File: src/rtl/kyber_pkg.sv
// kyber_pkg: shared types and constants for the Kyber decode sequencer.
//   state_e        : sequencer states
//   N_COEFF_WORDS  : coefficient words produced per polynomial
//   L_MAX, K_MAX   : largest legal bits-per-coefficient and polynomial count
//   nwords(l)      : packed 64-bit input words per polynomial (32*l bytes)
package kyber_pkg;

  typedef enum logic [2:0] {
    S_IDLE  = 3'd0,
    S_FETCH = 3'd1,
    S_DRAIN = 3'd2,
    S_NEXT  = 3'd3,
    S_DONE  = 3'd4
  } state_e;

  localparam int N_COEFF_WORDS = 64;
  localparam int L_MAX         = 12;
  localparam int K_MAX         = 4;

  // 256 coefficients * l bits / 64 bits per word = 4*l words.
  function automatic logic [5:0] nwords(input logic [3:0] l);
    return {l, 2'b00};
  endfunction

endpackage

File: src/rtl/skid_fifo2.sv
// skid_fifo2: 2-entry FIFO absorbing the one-cycle source read latency.
//   clk_i, rst_ni : clock, asynchronous active-low reset
//   flush_i       : drop all entries
//   push_i/data_i : write one word
//   pop_i         : consume the head word (caller ensures valid_o)
//   data_o        : head word, stable until popped
//   valid_o       : FIFO not empty
//   count_o       : number of stored words (0..2)
module skid_fifo2 #(
  parameter int DW = 64
) (
  input  logic          clk_i,
  input  logic          rst_ni,
  input  logic          flush_i,
  input  logic          push_i,
  input  logic [DW-1:0] data_i,
  input  logic          pop_i,
  output logic [DW-1:0] data_o,
  output logic          valid_o,
  output logic [1:0]    count_o
);

  logic [DW-1:0] mem_q [2];
  logic          wr_ptr_q;
  logic          rd_ptr_q;
  logic [1:0]    count_q;
  logic          do_push;
  logic          do_pop;

  assign do_pop  = pop_i && (count_q != 2'd0);
  // The issue rule upstream keeps the FIFO from overflowing; the guard
  // only stops a misbehaving producer from corrupting the head entry.
  assign do_push = push_i && ((count_q != 2'd2) || do_pop);

  always_ff @(posedge clk_i or negedge rst_ni) begin
    if (!rst_ni) begin
      mem_q[0] <= '0;
      mem_q[1] <= '0;
      wr_ptr_q <= 1'b0;
      rd_ptr_q <= 1'b0;
      count_q  <= 2'd0;
    end else if (flush_i) begin
      wr_ptr_q <= 1'b0;
      rd_ptr_q <= 1'b0;
      count_q  <= 2'd0;
    end else begin
      if (do_push) begin
        mem_q[wr_ptr_q] <= data_i;
        wr_ptr_q        <= ~wr_ptr_q;
      end
      if (do_pop) begin
        rd_ptr_q <= ~rd_ptr_q;
      end
      count_q <= count_q + {1'b0, do_push} - {1'b0, do_pop};
    end
  end

  assign data_o  = mem_q[rd_ptr_q];
  assign valid_o = (count_q != 2'd0);
  assign count_o = count_q;

endmodule

File: src/rtl/decode_ctrl.sv
// decode_ctrl: sequencer for the Kyber decode datapath.
// Streams k polynomials of packed l-bit coefficients from the source word
// memory into decode, and writes the returned coefficient words into the
// destination memory.
//   i_clk, i_rstn          : clock, asynchronous active-low reset
//   i_start, i_l, i_k      : command strobe (sampled in IDLE), l (1..12), k (1..4)
//   i_src_base, i_dst_base : first source / destination word address
//   o_busy, o_done, o_err  : status (done and err are 1-cycle pulses)
//   o_src_ren/raddr        : source read port, i_src_rdata valid one cycle later
//   o_dec_ibytes*, o_dec_l : input stream and l to decode
//   i_dec_coeffs*, i_dec_done : coefficient stream and end-of-polynomial from decode
//   o_dst_wen/waddr/wdata  : destination write port
//
// Handshake: a word moves to decode in any cycle where o_dec_ibytes_valid and
// i_dec_ibytes_ready are both high; o_dec_ibytes and its valid are held
// unchanged while valid is high and ready is low.
module decode_ctrl
  import kyber_pkg::*;
#(
  parameter int ADDR_W = 10,
  parameter int DW     = 64
) (
  input  logic              i_clk,
  input  logic              i_rstn,
  input  logic              i_start,
  input  logic [3:0]        i_l,
  input  logic [2:0]        i_k,
  input  logic [ADDR_W-1:0] i_src_base,
  input  logic [ADDR_W-1:0] i_dst_base,
  output logic              o_busy,
  output logic              o_done,
  output logic              o_err,
  output logic              o_src_ren,
  output logic [ADDR_W-1:0] o_src_raddr,
  input  logic [DW-1:0]     i_src_rdata,
  output logic [DW-1:0]     o_dec_ibytes,
  output logic              o_dec_ibytes_valid,
  input  logic              i_dec_ibytes_ready,
  output logic [3:0]        o_dec_l,
  input  logic [DW-1:0]     i_dec_coeffs,
  input  logic              i_dec_coeffs_valid,
  input  logic              i_dec_done,
  output logic              o_dst_wen,
  output logic [ADDR_W-1:0] o_dst_waddr,
  output logic [DW-1:0]     o_dst_wdata
);

  state_e            state_q, state_d;
  logic [3:0]        l_q, l_d;
  logic [2:0]        k_q, k_d;
  logic [ADDR_W-1:0] src_base_q, src_base_d;
  logic [ADDR_W-1:0] dst_base_q, dst_base_d;
  logic [1:0]        poly_idx_q, poly_idx_d;
  logic [5:0]        issued_q, issued_d;
  logic [6:0]        coeff_cnt_q, coeff_cnt_d;
  logic              done_seen_q, done_seen_d;
  logic              inflight_q, inflight_d;
  logic              err_q, err_d;
  logic              wen_q, wen_d;
  logic [ADDR_W-1:0] waddr_q, waddr_d;
  logic [DW-1:0]     wdata_q, wdata_d;

  logic [5:0]        nw;
  logic [7:0]        poly_off;
  logic [2:0]        occ;
  logic              src_ren;
  logic              cmd_legal;
  logic              coeff_err;
  logic              fifo_pop;
  logic              fifo_valid;
  logic [1:0]        fifo_count;
  logic [DW-1:0]     fifo_data;

  assign nw        = nwords(l_q);
  assign poly_off  = 8'(poly_idx_q) * 8'(nw);
  assign fifo_pop  = fifo_valid && i_dec_ibytes_ready;
  // Occupancy after this cycle's pop, counting the read still in flight.
  // Including the pop lets a new read issue every cycle while decode keeps
  // up, yet the two entries can never be exceeded.
  assign occ       = 3'(fifo_count) + 3'(inflight_q) - 3'(fifo_pop);
  assign src_ren   = (state_q == S_FETCH) && (issued_q < nw) && (occ < 3'd2);
  assign cmd_legal = (i_l != 4'd0) && (i_l <= 4'(L_MAX)) &&
                     (i_k != 3'd0) && (i_k <= 3'(K_MAX));
  assign coeff_err = (state_q != S_IDLE) && i_dec_coeffs_valid &&
                     (coeff_cnt_q == 7'(N_COEFF_WORDS));

  always_comb begin
    state_d     = state_q;
    l_d         = l_q;
    k_d         = k_q;
    src_base_d  = src_base_q;
    dst_base_d  = dst_base_q;
    poly_idx_d  = poly_idx_q;
    issued_d    = issued_q;
    coeff_cnt_d = coeff_cnt_q;
    done_seen_d = done_seen_q;
    inflight_d  = src_ren;
    err_d       = 1'b0;
    wen_d       = 1'b0;
    waddr_d     = waddr_q;
    wdata_d     = wdata_q;

    if (src_ren) begin
      issued_d = issued_q + 6'd1;
    end

    // Coefficient path runs in every active state; decode may finish a
    // polynomial while its last input words are still being fetched.
    if (state_q != S_IDLE) begin
      if (i_dec_done) begin
        done_seen_d = 1'b1;
      end
      if (i_dec_coeffs_valid && !coeff_err) begin
        wen_d       = 1'b1;
        waddr_d     = dst_base_q + ADDR_W'({poly_idx_q, 6'd0}) + ADDR_W'(coeff_cnt_q);
        wdata_d     = i_dec_coeffs;
        coeff_cnt_d = coeff_cnt_q + 7'd1;
      end
    end

    unique case (state_q)
      S_IDLE: begin
        if (i_start) begin
          if (cmd_legal) begin
            l_d         = i_l;
            k_d         = i_k;
            src_base_d  = i_src_base;
            dst_base_d  = i_dst_base;
            poly_idx_d  = 2'd0;
            issued_d    = 6'd0;
            coeff_cnt_d = 7'd0;
            done_seen_d = 1'b0;
            state_d     = S_FETCH;
          end else begin
            err_d = 1'b1;
          end
        end
      end
      S_FETCH: begin
        if (issued_q == nw) begin
          state_d = S_DRAIN;
        end
      end
      S_DRAIN: begin
        if (!fifo_valid && !inflight_q && done_seen_q &&
            (coeff_cnt_q == 7'(N_COEFF_WORDS))) begin
          state_d = S_NEXT;
        end
      end
      S_NEXT: begin
        issued_d    = 6'd0;
        coeff_cnt_d = 7'd0;
        done_seen_d = 1'b0;
        poly_idx_d  = poly_idx_q + 2'd1;
        if (({1'b0, poly_idx_q} + 3'd1) == k_q) begin
          state_d = S_DONE;
        end else begin
          state_d = S_FETCH;
        end
      end
      S_DONE: begin
        state_d = S_IDLE;
      end
      default: begin
        state_d = S_IDLE;
      end
    endcase

    // Surplus coefficient: abandon the command; the outstanding read (if
    // any) is forgotten so its data is never pushed.
    if (coeff_err) begin
      state_d    = S_IDLE;
      err_d      = 1'b1;
      inflight_d = 1'b0;
    end
  end

  always_ff @(posedge i_clk or negedge i_rstn) begin
    if (!i_rstn) begin
      state_q     <= S_IDLE;
      l_q         <= 4'd0;
      k_q         <= 3'd0;
      src_base_q  <= '0;
      dst_base_q  <= '0;
      poly_idx_q  <= 2'd0;
      issued_q    <= 6'd0;
      coeff_cnt_q <= 7'd0;
      done_seen_q <= 1'b0;
      inflight_q  <= 1'b0;
      err_q       <= 1'b0;
      wen_q       <= 1'b0;
      waddr_q     <= '0;
      wdata_q     <= '0;
    end else begin
      state_q     <= state_d;
      l_q         <= l_d;
      k_q         <= k_d;
      src_base_q  <= src_base_d;
      dst_base_q  <= dst_base_d;
      poly_idx_q  <= poly_idx_d;
      issued_q    <= issued_d;
      coeff_cnt_q <= coeff_cnt_d;
      done_seen_q <= done_seen_d;
      inflight_q  <= inflight_d;
      err_q       <= err_d;
      wen_q       <= wen_d;
      waddr_q     <= waddr_d;
      wdata_q     <= wdata_d;
    end
  end

  skid_fifo2 #(.DW(DW)) u_fifo (
    .clk_i   (i_clk),
    .rst_ni  (i_rstn),
    .flush_i (coeff_err),
    .push_i  (inflight_q),
    .data_i  (i_src_rdata),
    .pop_i   (fifo_pop),
    .data_o  (fifo_data),
    .valid_o (fifo_valid),
    .count_o (fifo_count)
  );

  assign o_busy             = (state_q == S_FETCH) || (state_q == S_DRAIN) ||
                              (state_q == S_NEXT);
  assign o_done             = (state_q == S_DONE);
  assign o_err              = err_q;
  assign o_src_ren          = src_ren;
  assign o_src_raddr        = src_ren ? (src_base_q + ADDR_W'(poly_off) + ADDR_W'(issued_q))
                                      : '0;
  assign o_dec_ibytes       = fifo_data;
  assign o_dec_ibytes_valid = fifo_valid;
  assign o_dec_l            = o_busy ? l_q : 4'd0;
  assign o_dst_wen          = wen_q;
  assign o_dst_waddr        = waddr_q;
  assign o_dst_wdata        = wdata_q;

endmodule
File: config.mk
export PLATFORM = sky130hd
export DESIGN_NAME = decode_ctrl
export DESIGN_NICKNAME = d
export VERILOG_FILES = /design/src/rtl/kyber_pkg.sv /design/src/rtl/skid_fifo2.sv /design/src/rtl/decode_ctrl.sv
export SDC_FILE = /design/constraint.sdc
export NUM_CORES = 1
export LEC_CHECK = 0
export CORE_ASPECT_RATIO = 1.4
export CORE_MARGIN = 2
export CORE_UTILIZATION = 45
export DETAILED_ROUTE_END_ITERATION = 8
export MAX_ROUTING_LAYER = met4
export PLACE_DENSITY = 0.74
export RECOVER_POWER = 100
export SLEW_MARGIN = 40
export SYNTH_ARGS = -nofsm -noshare
export SYNTH_HDL_FRONTEND = slang
export SYNTH_SLANG_ARGS = --single-unit
File: constraint.sdc
create_clock -name i_clk -period 5.95 [get_ports i_clk]
set_input_delay 1.785 -clock i_clk [delete_from_list [all_inputs] [get_ports i_clk]]
set_output_delay 1.785 -clock i_clk [all_outputs]
set_load 0.03 [all_outputs]
==> results of run 1 <==
==> registers in the layout, summed over array words and instances (netlist names), 2 cells and up <==
| signal | cells |
|---|---|
| coeff_cnt_q | 7 |
| l_q | 4 |
| src_base_q | 10 |
| o_dst_waddr | 10 |
| u_fifo.count_o | 2 |
| dst_base_q | 10 |
| u_fifo.mem_q | 128 |
| o_dst_wdata | 64 |
| k_q | 3 |
| poly_idx_q | 2 |
| state_q | 3 |
| issued_q | 6 |
==> cells in the final DEF (no fill, tap or decap), drive strengths merged, types with 3 or more instances in the layout <==
cell	synthesis	routed
or3	4	4
inv	25	26
mux2i	4	4
nand3	13	13
nand4	5	5
and2	7	7
fa	9	9
nor4	3	3
clkinv	0	10
mux2	219	219
dlygate4sd3	0	146
a21oi	16	16
nand2	226	226
or2	3	3
o21ai	20	20
or4	5	5
nand2b	3	3
and3	4	4
nor2	26	26
o31ai	6	6
xor2	6	6
xnor2	12	12
a21o	6	6
buf	24	16
clkbuf	24	59
dfrtp	255	255
clkdlybuf4s50	0	159
nor3	12	12
nor2b	4	4
ha	42	42
o21bai	6	6
a2111oi	3	3
a211oi	9	9
==> timing repair <==
| item | in CTS | in global routing |
|---|---|---|
| endpoints found under the setup margin | 11 | 6 |
| pin swaps | 3 | 4 |
| gates resized for setup | 7 | 8 |
| buffers inserted | 2 | 0 |
==> critical path: stages <==
cell and delay [ps]:
buf_6 100, and2_4 140, ha_4 210, inv_2 50
nand2_1 60, fa_1 500, nor4b_4 220, nand4_1 230
or3_1 440, mux2i_2 160, buf_4 190
==> cells by family after synthesis <==
group,synth area share
compound gates,0.0431
fa+ha+maj,0.0561
xor+xnor,0.0125
buf+inv,0.0347
flops,0.507
mux,0.235
simple gates,0.111
==> how the worst min path moves through the flow <==
stage | to | slack [ps] | depth (start not counted)
5_1_grt | o_dst_wdata[30] | 490 | 2
4_1_cts | o_dst_wdata[30] | 480 | 2
6_report | o_dst_wdata[55] | 470 | 2
2_1_floorplan | done_seen_q | 470 | 2
3_3_place_gp | o_dst_wdata[36] | 460 | 2
3_5_place_dp | o_dst_wdata[30] | 460 | 2
==> layout make-up <==
type | count | area, um2 | share of cell area
sequential | 255 | 6380 | 0.387
clock inverter | 14 | 125 | 0.00758
multi-input combinational | 696 | 5390 | 0.326
inverter | 25 | 93.8 | 0.00569
tap | 370 | 463 | 0.0281
timing repair buffer | 343 | 3280 | 0.199
clock buffer | 38 | 768 | 0.0466
antenna | 1 | 2.50 | 0.000152
==> synthesized netlist by cell type (2+ instances only) <==
| cell type | count | area [um2] |
|---|---|---|
| dfrtp_1 | 255 | 6380 |
| nand2_1 | 226 | 848 |
| mux2_4 | 120 | 1800 |
| mux2_2 | 99 | 1110 |
| ha_1 | 42 | 526 |
| inv_1 | 25 | 93.8 |
| nor2_1 | 25 | 93.8 |
| clkbuf_1 | 24 | 90.1 |
| o21ai_0 | 20 | 100 |
| a21oi_1 | 16 | 80.1 |
| nand3_1 | 13 | 65.1 |
| xnor2_1 | 12 | 105 |
| nor3_1 | 11 | 55.1 |
| a211oi_1 | 9 | 67.6 |
| fa_1 | 9 | 180 |
| buf_6 | 8 | 90.1 |
| and2_1 | 7 | 43.8 |
| a21o_1 | 6 | 45.0 |
| buf_1 | 6 | 22.5 |
| buf_12 | 6 | 120 |
| o21bai_1 | 6 | 45.0 |
| xor2_1 | 6 | 52.6 |
| nand4_1 | 5 | 31.3 |
| o31ai_1 | 5 | 37.5 |
| or4_1 | 5 | 37.5 |
| and3_1 | 4 | 25.0 |
| buf_2 | 4 | 20.0 |
| mux2i_1 | 4 | 40.0 |
| nor2b_1 | 4 | 25.0 |
| or3_1 | 4 | 25.0 |
| a2111oi_0 | 3 | 26.3 |
| nand2b_1 | 3 | 18.8 |
| nor4_1 | 3 | 18.8 |
| or2_2 | 3 | 18.8 |
| a211o_1 | 2 | 17.5 |
| a21boi_0 | 2 | 15.0 |
| a31o_2 | 2 | 17.5 |
| and4_1 | 2 | 17.5 |
| nand3b_1 | 2 | 15.0 |
| o211a_1 | 2 | 20.0 |
==> report_power, final <==
part	internal (W)	switching, W
registers	0.00257	0.000529
clock network	0.000956	0.000726
logic	0.00223	0.00294
total	0.00576	0.00419
==> routing by layer <==
metal | vias to the layer above | track usage | wire length, um
li1 | 4170 | - | -
met1 | 4368 | 0.272 | 12900
met2 | 243 | 0.363 | 15200
met3 | 78 | 0.0309 | 1320
met4 | 0 | 0.0949 | 1280
met5 | - | - | 0
==> metrics by stage <==
step           worst slack [ps]  power (W)  cells  utilization
2_1_floorplan             -63.4    0.00686   1024            -
3_3_place_gp               -332    0.00880   1685        0.584
3_5_place_dp               -394    0.00891   1686        0.584
4_1_cts                    3.42     0.0107   1740        0.618
5_1_grt                    7.24     0.0106   1742        0.599
6_report                   85.0    0.00995   1742        0.599
==> flow_metrics.py, run 1 <==
metrics = {
    "route": {
        "ant_nets": 0,
        "drc_errors": 0,
        "vias": 8859,
        "drtIter0Drc": 338,
        "drt-pass1-iter-count": 5,
        "post_drt_via_cell_ratio": 5.09,
        "wl_per_cell_um": 17.6,
        "routed_wl_um": 30700,
    },
    "timing": {
        "worst_pin_slew_ps": 2960,
        "rsz0062_at_grt": "false",
        "whs_ps": 466,
        "setup_viol": 0,
        "clock_skew_ps": 8.55,
        "tns_ps": 0,
        "slew_headroom": -0.974,
        "final_hold_viol_count": 0,
        "slew_viol_final": 437,
        "fmax_ghz": 0.171,
        "fin_crit_ps": 5860,
        "finalCritPeriodShare": 0.986,
    },
    "critical_path": {
        "crit_path_end": "o_src_raddr[6]",
        "r2r_slack_ps": 1390,
        "required_ps": 4160,
        "timing.critical_path.from": "i_dec_ibytes_ready",
        "worstSetupEndpointType": "output pin",
        "r2r_cells": 5,
        "startpoint_type": "input pin",
        "worstSetupPathType": "input pin to output pin",
        "crit_arrival_ps": 4080,
        "r2r-start": "state_q[2]",
        "worst-path-max-fanout": 4,
        "r2r-end": "coeff_cnt_q[0]",
    },
    "final_layout": {
        "syn_to_final_growth_pct": 31.2,
        "n_fill_cell": 2350,
        "drive_above_1_share": 0.143,
        "fin_area_mm2": 0.0165,
        "nets": 1561,
    },
    "clock_network": {
        "cts.clk_slew.worst_paths_ps": 60,
        "cts_hold_buf": 0,
        "root_buffer": "clkbuf_16",
        "cts_tree": "yes",
        "clock-sinks": 255,
        "insertion_delay_ps": 550,
        "cts-buffers-inserted": 28,
        "htree_levels": 1,
        "cts_buffer_depth": 3,
    },
    "global_route": {
        "grt_pass1_vias": 9443,
        "antenna_found_initial": 1,
        "grt_max_degree": 114,
        "grt_pass1_wl_um": 51000,
        "grt_remaining_overflow": 0,
        "grt_util_all_layers": 0.220,
    },
    "place": {
        "port_buffers": 318,
        "placed_area_mm2": 0.0161,
        "gp_congestion": 0.850,
        "hpwl_um": 21600,
    },
    "logic_synthesis": {
        "avgSynthCellArea_um2": 12.3,
        "synthFlopType": "dfrtp_1",
        "syn_area_mm2": 0.0126,
        "synth.distinct_cells": 54,
        "syn_nets": 1236,
        "ys_seq_elements": 255,
        "syn_inst": 1024,
        "ys_seq_area_frac": 0.507,
        "ys_warn_count": 0,
        "synthArstFlopShare": 1.00,
        "synth_edf_count": 0,
    },
    "die": {
        "ioPinCount": 319,
        "dieArea_mm2": 0.0293,
        "core_mm2": 0.0276,
        "start_util": 0.456,
        "die_w_um": 145,
        "rows": 72,
        "die_h_um": 202,
    },
    "run": {
        "max_cap_viol_count": 6,
    },
    "min_path": {
        "min_path_type": "flop to flop",
        "hold_path_startpoint": "o_dst_wdata[55]",
    },
    "power_and_ir_drop": {
        "power_density_mw_per_mm2": 603,
        "p_leak_nw": 7.61,
        "ir_drop_mv": 0.350,
    },
    "status": {
        "violations": "capacitance limit, slew limit",
        "status": "finished with violations",
    },
}
(Power assumes the default switching activity.)
==> run 2: changes to the inputs <==
- CAP_MARGIN: default -> 0
- GPL_TIMING_DRIVEN: default -> 1
==> results of run 2 <==
Same layout as run 1: the final DEF is identical, and so are final timing and power.
